$ cat config.mk
export PLATFORM = sky130hd
export DESIGN_NAME = fp_accum_ctrl
export DESIGN_NICKNAME = d
export VERILOG_FILES = /design/src/rtl/fp_accum_ctrl.sv
export SDC_FILE = /design/constraint.sdc
export NUM_CORES = 1
export LEC_CHECK = 0
export ABC_AREA = 1
export BUFFER_PORTS_ARGS = -buffer_cell sky130_fd_sc_hd__buf_2
export CAP_MARGIN = 5
export CORE_UTILIZATION = 46
export CTS_CLUSTER_SIZE = 16
export DETAILED_ROUTE_END_ITERATION = 16
export GPL_ROUTABILITY_DRIVEN = 0
export PLACE_DENSITY = 0.88
export SKIP_CTS_REPAIR_TIMING = 1
export SLEW_MARGIN = 20
export SYNTH_ARGS = -nofsm -noshare
export SYNTH_HDL_FRONTEND = slang
export SYNTH_SLANG_ARGS = --single-unit
export TNS_END_PERCENT = 10
$ cat constraint.sdc
create_clock -name clk -period 4 [get_ports clk]
set_input_delay 0.8 -clock clk [delete_from_list [all_inputs] [get_ports clk]]
set_output_delay 0.8 -clock clk [all_outputs]
set_load 0.1 [all_outputs]
$ cat src/rtl/fp_accum_ctrl.sv
// fp_accum_ctrl: sums the float32 elements of each input packet with an
// external single-precision adder and emits one sum plus element count per
// packet.
//
// The first element of a packet is loaded straight into the accumulator.
// Every later element is paired with the running sum and sent to the adder
// (load / result_ready / result_ack handshake). The adder's result becomes
// the new running sum.
//
// Optional build macro FP_ACCUM_ZERO_SKIP_EN: when defined, a non-first
// element equal to +0 or -0 leaves the sum unchanged and skips the adder.
//
// Ports
//   clk, reset         rising-edge clock, asynchronous active-high reset
//   in_*               element stream (valid/ready, in_last marks packet end)
//   add_*              adder interface (load pulse, operands, result handshake)
//   sum_*              per-packet result (valid/ready)
//
// state    | meaning
// IDLE     | waiting for the first element of a packet
// WAIT_IN  | waiting for the next element of the packet
// ISSUE    | one-cycle add_load pulse
// WAIT_RES | waiting for the adder's result_ready
// ACK      | acknowledging until result_ready falls
// OUT      | presenting sum/count until sum_ready

module fp_accum_ctrl #(
  parameter int CNT_W = 16
) (
  input  logic             clk,
  input  logic             reset,
  input  logic [31:0]      in_data,
  input  logic             in_valid,
  input  logic             in_last,
  output logic             in_ready,
  output logic             add_load,
  output logic [31:0]      add_a,
  output logic [31:0]      add_b,
  input  logic [31:0]      add_result,
  input  logic             add_result_ready,
  output logic             add_result_ack,
  output logic [31:0]      sum_data,
  output logic [CNT_W-1:0] sum_count,
  output logic             sum_valid,
  input  logic             sum_ready
);

  typedef enum logic [2:0] {
    IDLE,
    WAIT_IN,
    ISSUE,
    WAIT_RES,
    ACK,
    OUT
  } state_t;

  localparam logic [CNT_W-1:0] CNT_MAX = '1;
  localparam logic [CNT_W-1:0] CNT_ONE = CNT_W'(1);

  state_t           state, state_nxt;
  logic [31:0]      acc, acc_nxt;
  logic [31:0]      a_q, a_nxt;
  logic [31:0]      b_q, b_nxt;
  logic [CNT_W-1:0] cnt, cnt_nxt;
  logic             last_q, last_nxt;
  logic             accept;
  logic             zero_skip;

  // Gated by reset so the upstream never sees a ready while reset is held.
  assign in_ready = ((state == IDLE) || (state == WAIT_IN)) && !reset;
  assign accept   = in_valid && in_ready;

`ifdef FP_ACCUM_ZERO_SKIP_EN
  assign zero_skip = (in_data[30:0] == 31'd0);
`else
  assign zero_skip = 1'b0;
`endif

  always_ff @(posedge clk or posedge reset) begin
    if (reset) begin
      state  <= IDLE;
      acc    <= '0;
      a_q    <= '0;
      b_q    <= '0;
      cnt    <= '0;
      last_q <= 1'b0;
    end else begin
      state  <= state_nxt;
      acc    <= acc_nxt;
      a_q    <= a_nxt;
      b_q    <= b_nxt;
      cnt    <= cnt_nxt;
      last_q <= last_nxt;
    end
  end

  always_comb begin
    state_nxt = state;
    acc_nxt   = acc;
    a_nxt     = a_q;
    b_nxt     = b_q;
    cnt_nxt   = cnt;
    last_nxt  = last_q;
    case (state)
      IDLE: begin
        if (accept) begin
          acc_nxt   = in_data;
          cnt_nxt   = CNT_ONE;
          state_nxt = in_last ? OUT : WAIT_IN;
        end
      end
      WAIT_IN: begin
        if (accept) begin
          // Count saturates; accumulation continues regardless.
          cnt_nxt = (cnt == CNT_MAX) ? cnt : cnt + CNT_ONE;
          if (zero_skip) begin
            state_nxt = in_last ? OUT : WAIT_IN;
          end else begin
            a_nxt     = acc;
            b_nxt     = in_data;
            last_nxt  = in_last;
            state_nxt = ISSUE;
          end
        end
      end
      ISSUE: begin
        state_nxt = WAIT_RES;
      end
      WAIT_RES: begin
        if (add_result_ready) begin
          acc_nxt   = add_result;
          state_nxt = ACK;
        end
      end
      ACK: begin
        // Ack stays up until the adder withdraws result_ready, so a new load
        // can never overlap a pending result.
        if (!add_result_ready) begin
          state_nxt = last_q ? OUT : WAIT_IN;
        end
      end
      OUT: begin
        if (sum_ready) begin
          acc_nxt   = '0;
          cnt_nxt   = '0;
          state_nxt = IDLE;
        end
      end
      default: begin
        state_nxt = IDLE;
      end
    endcase
  end

  assign add_load       = (state == ISSUE);
  assign add_result_ack = (state == ACK);
  assign add_a          = a_q;
  assign add_b          = b_q;
  assign sum_valid      = (state == OUT);
  assign sum_data       = sum_valid ? acc : 32'd0;
  assign sum_count      = sum_valid ? cnt : '0;

endmodule

==> impl_metrics.toml, run 1 <==
[outcome]
run_status = "finished, final reports clean"

[synth]
post_synth_instance_area_um2 = 5650
synth.area.top_cells = "dfrtp_1, nand2_1, inv_1, mux2_2, nand3_1"
yosys.cell_types.count = 25
synth_top_cell_by_area = "dfrtp_1"
synth.yosys.warnings = 0
synth_seq_cells = 116
syn_area_per_cell_um2 = 8.43
netlist_instances = 670
synth.net_count = 741
ys_seq_area_frac = 0.514
yosysTopAreaCellShare = 0.514

[cts]
cts_tree = "yes"
cts.root.buffer_cell = "clkbuf_16"
clkLatencyLatePin_ns = 0.40
max_clock_buf_depth = 2
cts.htree.levels = 4
cts_made_buffers = 17
clock_sink_count = 116
clk_transition_reported_paths_ns = 0.06

[route]
vias_per_cell = 5.10
drtAntennaViolNets = 0
detail_route.iter0.violations = 424
drt-pass1-iter-count = 5
avgRoutedWirePerCell_um = 14.2
drc = 0
drt-total-wl_um = 14300
dr_total_vias = 5130

[critical_path]
crit_required_ns = 3.20
timing.critical_path.slowest_stage_cell = "dfrtp_1"
timing.critical_path.max_delay_family = "buffers and inverters"
critPathMaxStageDelay_ns = 0.48
crit_path_max_fanout = 27
worst-path-buf-inv = 3
cp_cell_instances = "inv_2, nor2_2, nand2_2, buf_4, nor2_1, buf_2"
cp_data_arrival_time_ns = 2.33
critPathKind = "reg2out"
end_kind = "primary output"
startpoint_type = "register"

[global_route]
vias_in_the_first_global_route = 4975
maximum_number_of_pins_on_one_net_before_global_route_repair = 79
grt_antenna_before_repair = 0
grt_pass1_wl_um = 23600
global_route.overflow_total = 0
grt_usage = 0.239

[sta]
tightestPinTransition_ns = 0.982
final_hold_viols = 0
period_needed_ns = 3.13
setup_violations = 0
max-slew-margin-rel = 0.345
timing_max_transition_violations_final = 0
clock_skew_ns = 0.0106
grt_setup_unrepaired = "no"
totalNegativeSetupSlack_ns = 0
final.period_utilization = 0.782
max_clock_freq_mhz = 320

[floorplanning]
boundaryPins = 186
core-area_um2 = 12000
initial_cell_density_of_the_core = 0.470
floorplan.rows = 40
die_width_um = 113
fp.dieArea_um2 = 12700
dieHeight_um = 113

[cells_and_area]
finalNetCount = 917
n_antenna_cell = 0
layoutNonFillerInstCount = 1006
final_layout_size_suffix_gt1_frac = 0.302
areaGrowthSynthToFinish_pct = 27.5
final_core_utilization = 0.599

[run]
drv.max_cap_violation_count = 0

[placed_design]
place_hpwl_um = 10100
numPortBuffers = 185
placed_cells_incl_taps = 974

[worst_hold_path]
timing.hold.worst.class = "reg2reg"
## cells by family (layout without fill, tap and decap cells)
family,after synthesis,in the layout,synth area share
compound gates,131,131,0.132
fa+ha+maj,1,1,0.00222
buf+inv,130,319,0.0975
flops,116,116,0.514
mux,33,33,0.0658
simple gates,259,259,0.188
## per-stage QoR
stage	instance area, um2	hold WS, ns	setup slack [ns]
floorplan	5650	0.458	0.340
global placement	6650	0.464	1.40
detailed placement	6650	0.471	1.30
CTS	7200	0.486	0.863
global route	7200	0.495	0.701
finish	7200	0.481	0.873
## path summary, 6_finish.rpt
check                               start          end  slack, ns  cells after the start
worst max-delay path             state[0]  sum_data[0]       0.87                      6
worst min-delay path            add_a[24]    add_a[24]       0.48                      1
worst max register to register   state[0]       acc[6]       1.61                      9
worst min register to register  add_a[24]    add_a[24]       0.48                      1
max in group asynchronous           reset      acc[14]       2.07                      4
min in group asynchronous           reset       cnt[4]       0.57                      3
## Yosys cell counts (all sizes together)
| cell | count |
|---|---|
| clkbuf | 11 |
| buf | 25 |
| clkinv | 1 |
| nand4 | 2 |
| o21a | 33 |
| or2 | 1 |
| a21oi | 6 |
| nor3 | 3 |
| dfrtp | 116 |
| mux2 | 33 |
| inv | 93 |
| ha | 1 |
| o21ai | 91 |
| o22ai | 1 |
| nand3 | 52 |
| nor2 | 73 |
| nand2 | 128 |
## registers in the layout (all words and copies together) (netlist names)
signal	flops
cnt	16
add_a	32
acc	32
add_b	32
last_q	1
state	3
## final cells by class
type                    instances  area [um2]
inverters                      94         357
flip-flops and latches        116        2900
repair buffers                193         998
multi-input cells             424        2210
clock inverters                13         110
clock buffers                  19         443
well taps                     147         184
fillers                      1062        4810
## per-layer routing
metal	vias to the layer above	share of wire	track usage
met1	2432	0.42	0.293
met5	-	0	0
met2	196	0.50	0.415
met3	8	0.065	0.0611
li1	2494	-	-
met4	0	0.0061	0.0720
## cells in the final DEF (no fill, tap or decap), types with 25 or more instances in the layout
cell type / netlist / final
buf_2: 14 / 185
dfrtp_1: 116 / 116
inv_1: 92 / 91
mux2_2: 25 / 25
nand2_1: 128 / 127
nand3_1: 52 / 51
nor2_1: 69 / 69
o21a_1: 33 / 33
o21ai_0: 45 / 45
o21ai_1: 46 / 46
## worst register-to-register path, cell delays in order, from the launching register on
cell and delay [ns]:
dfrtp_1 0.46, inv_2 0.13, nor2_2 0.06, nand2_2 0.35, buf_12 0.25, o22ai_2 0.12, nor2_4 0.12, buf_4 0.51
nand2_1 0.20, o21ai_1 0.11
Power of run 1 is not shown: default switching activity piles up to over one toggle a cycle in this logic, so the estimate is an artifact.
==> run 2, diff against run 1 <==
clock period = 2.7 ns   (was 4 ns; I/O delays follow)
==> run 2 against run 1 <==
Hold slack got worse by 0.14 ns. Critical path depth unchanged. Sequential share of layout area decreased by 2.5 points. Final cell count barely moved. Final area grew 6.6%. Routed wire length increased by 8.2%. Critical path type unchanged. Highest routed layer unchanged.
==> impl_metrics.toml, run 2 (synthesis results as in run 1) <==
[outcome]
run_status = "finished, final reports clean"

[cts]
cts_made_buffers = 17
max_clock_buf_depth = 2
cts.root.buffer_cell = "clkbuf_16"
clkLatencyLatePin_ns = 0.41
cts_tree = "yes"
clock_sink_count = 116
cts.htree.levels = 4
clk_transition_reported_paths_ns = 0.05

[critical_path]
critPathKind = "reg2out"
cp_data_arrival_time_ns = 1.98
startpoint_type = "register"
crit-reg2reg-capture = "cnt[9]"
reg2reg_depth = 9
crit_path_max_fanout = 64
worst-path-buf-inv = 3
crit_required_ns = 2.16
r2r-start = "cnt[0]"
reg2reg_setup_slack_ns = 0.65
timing.critical_path.max_delay_family = "buffers and inverters"
cp_cell_instances = "inv_2, nor2_2, nand2_2, buf_12, nor2_1, buf_2"
critPathMaxStageDelay_ns = 0.46
end_kind = "primary output"
timing.critical_path.slowest_stage_cell = "dfrtp_1"

[floorplanning]
floorplan.rows = 40
initial_cell_density_of_the_core = 0.470
dieHeight_um = 113
die_width_um = 113
fp.dieArea_um2 = 12700
core-area_um2 = 12000
boundaryPins = 186

[route]
wl_met2_um = 7680
routed-wl-met3_um = 1240
drt-pass1-iter-count = 5
dr.max_layer_used = "met4"
drt-total-wl_um = 15500
vias_per_cell = 5.18
drtAntennaViolNets = 0
wirelength_met1_um = 6260
avgRoutedWirePerCell_um = 15.4
drc = 0
detail_route.iter0.violations = 394
dr_total_vias = 5220

[sta]
clock_skew_ns = 0.00849
tightestPinTransition_ns = 0.858
setup_violations = 0
timing_max_transition_violations_final = 0
holdWs_ns = 0.342
max_clock_freq_mhz = 397
final_hold_viols = 0
final.period_utilization = 0.933
period_needed_ns = 2.52
grt_setup_unrepaired = "no"
setup_ws_ns = 0.182
max-slew-margin-rel = 0.428

[global_route]
grt_antenna_before_repair = 0
global_route.overflow_total = 0
vias_in_the_first_global_route = 5212
maximum_number_of_pins_on_one_net_before_global_route_repair = 70
grt_pass1_wl_um = 25200
grt_usage = 0.255

[cells_and_area]
fill_cells = 959
layout_commonest_cell = "buf_2"
layoutNonFillerInstCount = 1007
finalNetCount = 918
final_area_um2 = 7670
areaGrowthSynthToFinish_pct = 35.9
n_antenna_cell = 0
most-common-layout-cells = "buf_2, nand2_1, dfrtp_1"
multi_input_area_um2 = 2210
final_layout_size_suffix_gt1_frac = 0.302
area.sequential_um2 = 2900

[placed_design]
post_dp_cell_area_um2 = 7010
pre_cts_slack_ns = 0.584
numPortBuffers = 185
place_hpwl_um = 10200
placed_cells_incl_taps = 975

[worst_hold_path]
timing.hold.worst.class = "in2async"

[run]
drv.max_cap_violation_count = 0
-- run 2: final cells by class --
type,count,area share
flip-flops and latches,116,0.378
multi-input cells,424,0.287
repair buffers,194,0.177
clock buffers,25,0.0685
inverters,94,0.0465
well taps,147,0.0240
clock inverters,7,0.0183
-- run 2: worst reg2reg max path, cell delays in order (launching register included) --
cell,delay (ns)
dfrtp_1,0.43
ha_1,0.18
nand2_1,0.12
nor2_1,0.31
nand3_1,0.13
nand2_1,0.24
buf_4,0.31
inv_1,0.09
nand2_1,0.08
nand2_1,0.05
-- run 2: stage by stage --
step / util / setup TNS, ns
after CTS: 0.639 / 0
after global placement: 0.583 / 0
after detailed placement: 0.583 / 0
after global routing: 0.639 / 0
after floorplan: - / -86.15
final: 0.639 / 0
-- run 2: worst max path at each step --
stage	startpoint	endpoint	depth (start not counted)
3_5_place_dp	reset	add_b[17]	4
2_1_floorplan	reset	add_a[0]	6
5_1_grt	state[0]	sum_data[11]	6
3_3_place_gp	reset	add_b[15]	4
6_report	state[0]	sum_data[2]	6
4_1_cts	state[0]	sum_data[7]	6
-- run 2: metal layers --
layer	vias to the layer above	track usage
li1	2497	-
met2	215	0.432
met4	0	0.110
met1	2479	0.296
met3	29	0.0846
met5	-	0
Power of run 2 is left out for the same reason.
